File: src/rtl/nn_layer_sequencer.sv
// Multi-layer fully-connected inference engine: N_IN parallel MAC units stream weight rows
// from a synchronous-read memory, then activate, scale and saturate, once per layer.
module nn_layer_sequencer #(
  parameter int unsigned N_IN     = 4,
  parameter int unsigned N_LAYERS = 2,
  parameter int unsigned DW       = 8,
  parameter int unsigned WW       = 8,
  parameter int unsigned FRAC     = 0,
  parameter int unsigned AW       = 7
) (
  input  logic               clk,
  input  logic               reset,
  input  logic               start,
  input  logic               act_sel,
  input  logic [N_IN*DW-1:0] in_data,
  output logic               w_rd,
  output logic [AW-1:0]      w_addr,
  input  logic [N_IN*WW-1:0] w_data,
  output logic               busy,
  output logic               done,
  output logic [N_IN*DW-1:0] out_data
);

  localparam int unsigned ACCW = DW + WW + $clog2(N_IN);
  localparam int unsigned JW   = $clog2(N_IN);
  localparam int unsigned LW   = (N_LAYERS > 1) ? $clog2(N_LAYERS) : 1;
  localparam logic signed [ACCW-1:0] SAT_MAX = ACCW'((1 << (DW - 1)) - 1);
  localparam logic signed [ACCW-1:0] SAT_MIN = ~SAT_MAX;

  typedef enum logic [2:0] {S_IDLE, S_FETCH, S_DRAIN, S_ACT, S_DONE} state_e;

  state_e                state_q, state_d;
  logic [JW-1:0]         j_q, j_d;
  logic [LW-1:0]         layer_q, layer_d;
  logic                  w_rd_q, w_rd_d;
  logic [AW-1:0]         w_addr_q, w_addr_d;
  logic                  mac_en_q, mac_en_d;
  logic [JW-1:0]         mac_j_q, mac_j_d;
  logic                  act_sel_q, act_sel_d;
  logic                  busy_q, busy_d;
  logic                  done_q, done_d;
  logic [N_IN*DW-1:0]    out_data_q, out_data_d;
  logic signed [DW-1:0]  data_q [N_IN];
  logic signed [DW-1:0]  data_d [N_IN];
  logic signed [ACCW-1:0] acc_q [N_IN];
  logic signed [ACCW-1:0] acc_d [N_IN];
  logic signed [ACCW-1:0] shifted [N_IN];
  logic signed [DW-1:0]  act_y [N_IN];
  logic                  clr_acc;

  // Scale, saturate and optionally rectify each accumulator.
  always_comb begin
    for (int u = 0; u < N_IN; u++) begin
      shifted[u] = acc_q[u] >>> FRAC;
      if (shifted[u] > SAT_MAX)      act_y[u] = SAT_MAX[DW-1:0];
      else if (shifted[u] < SAT_MIN) act_y[u] = SAT_MIN[DW-1:0];
      else                           act_y[u] = shifted[u][DW-1:0];
      if (!act_sel_q && act_y[u][DW-1]) act_y[u] = '0;
    end
  end

  // MAC stage runs one cycle behind the weight read that feeds it.
  always_comb begin
    for (int u = 0; u < N_IN; u++) begin
      acc_d[u] = acc_q[u];
      if (mac_en_q)
        acc_d[u] = acc_q[u] + ACCW'(data_q[mac_j_q]) * ACCW'($signed(w_data[u*WW +: WW]));
      if (clr_acc) acc_d[u] = '0;
    end
  end

  always_comb begin
    state_d    = state_q;
    j_d        = j_q;
    layer_d    = layer_q;
    w_rd_d     = 1'b0;
    w_addr_d   = w_addr_q;
    mac_en_d   = w_rd_q;
    mac_j_d    = j_q;
    act_sel_d  = act_sel_q;
    out_data_d = out_data_q;
    clr_acc    = 1'b0;
    data_d     = data_q;
    unique case (state_q)
      S_IDLE: begin
        if (start) begin
          state_d   = S_FETCH;
          act_sel_d = act_sel;
          layer_d   = '0;
          j_d       = '0;
          clr_acc   = 1'b1;
          w_rd_d    = 1'b1;
          w_addr_d  = '0;
          for (int k = 0; k < N_IN; k++) data_d[k] = in_data[k*DW +: DW];
        end
      end
      S_FETCH: begin
        if (j_q == JW'(N_IN - 1)) begin
          state_d = S_DRAIN;
        end else begin
          j_d      = j_q + 1'b1;
          w_rd_d   = 1'b1;
          w_addr_d = w_addr_q + 1'b1;
        end
      end
      S_DRAIN: state_d = S_ACT;
      S_ACT: begin
        clr_acc = 1'b1;
        for (int u = 0; u < N_IN; u++) data_d[u] = act_y[u];
        if (layer_q == LW'(N_LAYERS - 1)) begin
          state_d = S_DONE;
          for (int u = 0; u < N_IN; u++) out_data_d[u*DW +: DW] = act_y[u];
        end else begin
          // Row addresses are contiguous across layers, so the next layer continues at +1.
          state_d  = S_FETCH;
          layer_d  = layer_q + 1'b1;
          j_d      = '0;
          w_rd_d   = 1'b1;
          w_addr_d = w_addr_q + 1'b1;
        end
      end
      S_DONE:  state_d = S_IDLE;
      default: state_d = S_IDLE;
    endcase
    busy_d = (state_d == S_FETCH) || (state_d == S_DRAIN) || (state_d == S_ACT);
    done_d = (state_d == S_DONE);
  end

  always_ff @(posedge clk or negedge reset) begin
    if (!reset) begin
      state_q    <= S_IDLE;
      j_q        <= '0;
      layer_q    <= '0;
      w_rd_q     <= 1'b0;
      w_addr_q   <= '0;
      mac_en_q   <= 1'b0;
      mac_j_q    <= '0;
      act_sel_q  <= 1'b0;
      busy_q     <= 1'b0;
      done_q     <= 1'b0;
      out_data_q <= '0;
      for (int u = 0; u < N_IN; u++) begin
        data_q[u] <= '0;
        acc_q[u]  <= '0;
      end
    end else begin
      state_q    <= state_d;
      j_q        <= j_d;
      layer_q    <= layer_d;
      w_rd_q     <= w_rd_d;
      w_addr_q   <= w_addr_d;
      mac_en_q   <= mac_en_d;
      mac_j_q    <= mac_j_d;
      act_sel_q  <= act_sel_d;
      busy_q     <= busy_d;
      done_q     <= done_d;
      out_data_q <= out_data_d;
      data_q     <= data_d;
      acc_q      <= acc_d;
    end
  end

  assign w_rd     = w_rd_q;
  assign w_addr   = w_addr_q;
  assign busy     = busy_q;
  assign done     = done_q;
  assign out_data = out_data_q;

endmodule

File: config.mk
export PLATFORM = sky130hd
export DESIGN_NAME = nn_layer_sequencer
export DESIGN_NICKNAME = d
export VERILOG_FILES = /design/src/rtl/nn_layer_sequencer.sv
export SDC_FILE = /design/constraint.sdc
export NUM_CORES = 1
export LEC_CHECK = 0
export CORE_MARGIN = 2
export CORE_UTILIZATION = 34
export DETAILED_ROUTE_END_ITERATION = 10
export PLACE_DENSITY = 0.51
export SYNTH_ARGS = -nofsm -noshare
export SYNTH_HDL_FRONTEND = slang
export SYNTH_SLANG_ARGS = --single-unit
File: constraint.sdc
create_clock -name clk -period 17.15 [get_ports clk]
set_input_delay 1.715 -clock clk [delete_from_list [all_inputs] [get_ports clk]]
set_output_delay 1.715 -clock clk [all_outputs]
set_load 0.01 [all_outputs]
-- After elaboration in Yosys (flattened, before gate mapping)
Index checks and enable logic that the tools add are counted.
- flip-flop bits (word level): 156
- latch bits: 0
- memory bits (writable): 0
- bits in read-only memories: 0
- output and inout port bits: 42
- logic and storage cells: 111
- memories kept: 0
- $add $sub $neg: 7
- $mul: 4
- divide/modulo/power cells: 0
- magnitude comparators: 9
- equal/unequal tests: 11
- shift-type cells: 0
- multiplexer cells: 45
- bitwise logic cells: 1
- reduce and logical (&&, ||, !) cells: 15
- operators with widths (kind ; number):
    two-way mux 18 bit ; 8
    two-way mux 8 bit ; 14
    adder 18 x 16 -> 18 bit ; 4
    greater-than comparator 18 x 8 -> 1 bit, second input constant ; 4
    < comparator 18 x 8 -> 1 bit, second input constant ; 4
    multiplier 8 x 8 -> 16 bit ; 4
    case mux 32 bit (2 select lines) ; 1
    two-way mux 32 bit ; 1
    two-way mux 7 bit ; 3
    case mux 7 bit (3 select lines) ; 1
    binary-select mux 8 bit (select 2 bit) ; 1
    == test 3 x 2 -> 1 bit, second input constant ; 4
    case mux 3 bit (4 select lines) ; 1
    two-way mux 3 bit ; 3
    adder 7 x 1 -> 7 bit, second input constant ; 1
    == test 3 x 1 -> 1 bit, second input constant ; 2
    two-way mux 2 bit ; 3
    != test 2 bit, second input constant ; 3
    case mux 2 bit (3 select lines) ; 1
    AND reduction 2 bit ; 3
    two-way mux 1 bit ; 5
    logical AND 1 bit ; 4
    case mux 1 bit (2 select lines) ; 2
    AND reduction 4 bit ; 1
    other kinds (12) ; 14

-- Depth between registers and ports, before layout
- depth after elaboration: 8
- depth in mapped cells: 21
- mapped depth without buffers: 19

-- Least setup slack after synthesis
Ideal clock, no wire load.
- path type: input port to flip-flop
- start: in w_data[25]
- end: reg acc_q[17] (netlist name)
- data arrival time: 6.467 ns
- required time: 17.075 ns
- path slack: 10.608 ns
- stages on the path: 14
- path buffers: 1
- cell sequence: buf_1 and2_1 fa_1 fa_1 fa_1 fa_1 ha_1 ha_1 a211oi_2 o211ai_1 and4b_1 or4_4 a211oi_2 o21bai_2
- longest elaborated chain between the ends: 4
- RTL lines (item ; line ; RTL):
    from (decl) ; 18 ; input logic [N_IN*WW-1:0] w_data,
    multiplier 8 x 8 -> 16 bit ; 67 ; acc_d[u] = acc_q[u] + ACCW'(data_q[mac_j_q]) * ACCW'($signed(w_data[u*WW +: WW]));
    adder 18 x 16 -> 18 bit ; 67 ;
    two-way mux 18 bit ; 66 ; if (mac_en_q)
    two-way mux 18 bit ; 68 ; if (clr_acc) acc_d[u] = '0;
    to (signal, indexed assignment) ; 144 ; acc_q[u] <= '0;
    to (signal assigned) ; 159 ; acc_q <= acc_d;
    to (decl) ; 45 ; logic signed [ACCW-1:0] acc_q [N_IN];
No other way between the ends. The select of a mux whose other input is x is not followed.
A chain may end at the register's enable or synchronous reset.

-- Worst setup path after layout
- start: in w_data[24]
- end: reg acc_q[17] (netlist name)
Same word-level chain as after synthesis.

==> flow_summary.yaml <==
clock_network:
  clock_latency_ps: 440
  cts_tree: "done"
  cts_max_level: 4
  clock_path_buffers: 2
  clkSinkCount: 156
  cts_hold_buffers: 0
  ctsResizeCount: 0
  clkTransAtPathRegs_ps: 80
  post_cts_buffers: 0
  cts-buffers-inserted: 17
  cts-root-buf: "clkbuf_16"
floorplanning:
  io_pins: 110
  die_w_microns: 245.7
  rows: 88
  die_y_microns: 245.7
  dieArea_sq_mm: 0.06037
  core_sq_mm: 0.05770
  initial_core_util_pct: 34.43
setup_path:
  cpLargestDelayFamily: "adder cells"
  cp.arrival_ps: 7450
  worst_path_largest_cell_delay_ps: 710
  cpMostUsedCell: "fa_1"
  worst_setup_path_start_kind: "primary input"
  worstPathRequired_ps: 17520
  worst_path_max_delay_cell: "clkdlybuf4s50_1"
  path_cells: "clkdlybuf4s50_1 -> and2_1 -> inv_1 -> fa_1 -> inv_1 -> fa_1 -> fa_1 -> fa_1 -> fa_1 -> ha_1 -> o21ai_0 -> o211ai_1 -> and4b_1 -> or4_4 -> a211oi_2 -> o21bai_2"
  critical_path_buf_inv_count: 3
  critPathMaxFanout: 11
  path_class: "primary input to flop"
  crit_path_end_kind: "flop"
synth:
  yosysUniqueCellTypes: 65
  yosys_most_used_dff: "dfrtp_1"
  syn_area_per_cell_sq_um: 9.703
  synthesis.nets: 2605
  ys_ff_latch: 156
  synth-seq-area-share_pct: 19.65
  syn_area_sq_mm: 0.01986
  synth_edf_count: 0
  yosys_warnings: 0
  synth-async-reset-ratio_pct: 100.0
  synthCells: 2047
layout:
  area_growth_pct: 12.09
  fin_nets: 2665
  layout-drive-gt1-share_pct: 4.481
placement:
  finalWeightedCongestion: 0.8203
  portBuffers: 109
  dp_hpwl_microns: 39180
sta:
  finalSetupViolations: 0
  report.final.hold_viol_count: 0
  slew_headroom_pct: 30.70
  clock.fmax_mhz: 141.3
  tns_ps: 0
  fin_skew_ps: 13.05
  tightest_slew_ps: 1036
  grt_setup_unrepaired: "no"
  min_period_ps: 7078
  period_share_pct: 41.27
  drv_slew: 0
global_routing:
  grt_pass1_wl_microns: 83190
  grt.total_usage_pct: 17.39
  antenna_found_initial: 3
  grt_pass1_vias: 15120
  grt_max_degree: 87
  use_met2_pct: 29.17
  grt-ovfl-total: 0
  use_met3_pct: 2.390
  top_usage_layer: "met2"
  use_met1_pct: 24.29
flow_run:
  max_cap_viol_count: 0
routing:
  drc_errors: 0
  drt-total-wl_microns: 49800
  drtIter0Drc: 655
  dr.pass1.iters: 7
  avgViaCountPerCell: 4.906
  ant_nets: 0
  wire_per_inst_microns: 17.25
  vias: 14160
worst_hold_path:
  min_path_type: "flop to flop"
outcome:
  outcome: "finished clean"
## registers in the layout, indices dropped and copies added, names as in the netlist, 2 cells and up
| register | count |
|---|---|
| acc_q | 72 |
| data_q | 32 |
| j_q | 2 |
| mac_j_q | 2 |
| out_data | 32 |
| state_q | 3 |
| w_addr | 7 |
## synth_stat cells, types with 35 or more instances
cell type  instances  area, sq um
inv_1            356         1336
fa_1             320         6406
nand2_1          208        780.8
ha_1             170         2127
dfrtp_1          156         3904
o21ai_0          139        695.7
and2_1           131        819.5
nor2_1           104        390.4
clkbuf_1          59        221.5
a21oi_1           42        210.2
xnor2_1           39        341.6
mux2_2            35        394.1
## layout make-up
type                    count  area, sq um
repair buffers            116         1145
clock inverters            13        132.6
fillers                  5825        35430
clock buffers              19        442.9
diodes                      1        2.502
inverters                 360         1351
flip-flops and latches    156         3905
well taps                 765        957.2
multi-input cells        1456        14330
## worst paths after layout
kind                              end        from  depth (start not counted)  slack [ps]
setup / recovery            acc_q[17]  w_data[24]                         16       10070
hold / removal             mac_j_q[1]      j_q[1]                          0         410
setup reg to reg            acc_q[17]  mac_j_q[0]                         16       10460
hold reg to reg            mac_j_q[1]      j_q[1]                          0         410
max in group asynchronous  data_q[24]       reset                          2       14250
min in group asynchronous        w_rd       reset                          1        1370
## stage by stage
| stage | util (%) | hold slack (ps) | cell area [sq um] | setup WS (ps) | std cells |
|---|---|---|---|---|---|
| after CTS | 38.58 | 418.5 | 22260 | 10050 | 2885 |
| final | 38.59 | 411.6 | 22260 | 10070 | 2886 |
| after floorplan | - | 377.8 | 19860 | 10610 | 2047 |
| after global placement | 37.59 | 388.4 | 21690 | 9685 | 2853 |
| after global routing | 38.58 | 418.1 | 22260 | 9604 | 2885 |
| after detailed placement | 37.59 | 381.8 | 21690 | 9597 | 2853 |
## layer usage
layer / up-vias / wire length [microns]
met5: - / 23
met4: 4 / 527
met3: 33 / 2035
met2: 235 / 24170
met1: 7235 / 23040
li1: 6653 / -
## worst register-to-register path: stages, from the launching register on
cell	delay [ps]
dfrtp_1	650
mux4_2	910
and2_1	640
inv_1	140
fa_1	530
inv_1	50
fa_1	510
fa_1	440
fa_1	580
fa_1	430
ha_1	330
o21ai_0	140
o211ai_1	190
and4b_1	250
or4_4	520
a211oi_2	200
o21bai_2	130
## placed cells by master, fill, tap and decap left out, types with 29 or more instances in the layout
cell type and instances:
inv_1 356, xnor2_1 39, nor2_1 104, mux2_2 35
and2_1 131, mux2i_1 29, o21ai_0 139, dfrtp_1 155
ha_1 170, nand2_1 207, a21oi_1 41, fa_1 320
clkdlybuf4s50_1 108
## cell families (layout without fill, tap and decap cells)
family	Yosys count	after routing	synth area share, %
flip-flops	156	156	19.65
AND/OR/NAND/NOR	547	547	13.27
XOR/XNOR	51	51	2.249
AO/OA/AOI/OAI	296	296	9.159
multiplexers	72	72	4.353
adder cells (fa/ha/maj)	490	490	42.96
buffers and inverters	435	508	8.353
other	0	1	0
Power is left out: the tool's default activity adds up to more than one toggle a clock period on the data nets, which glitch-free logic cannot reach.
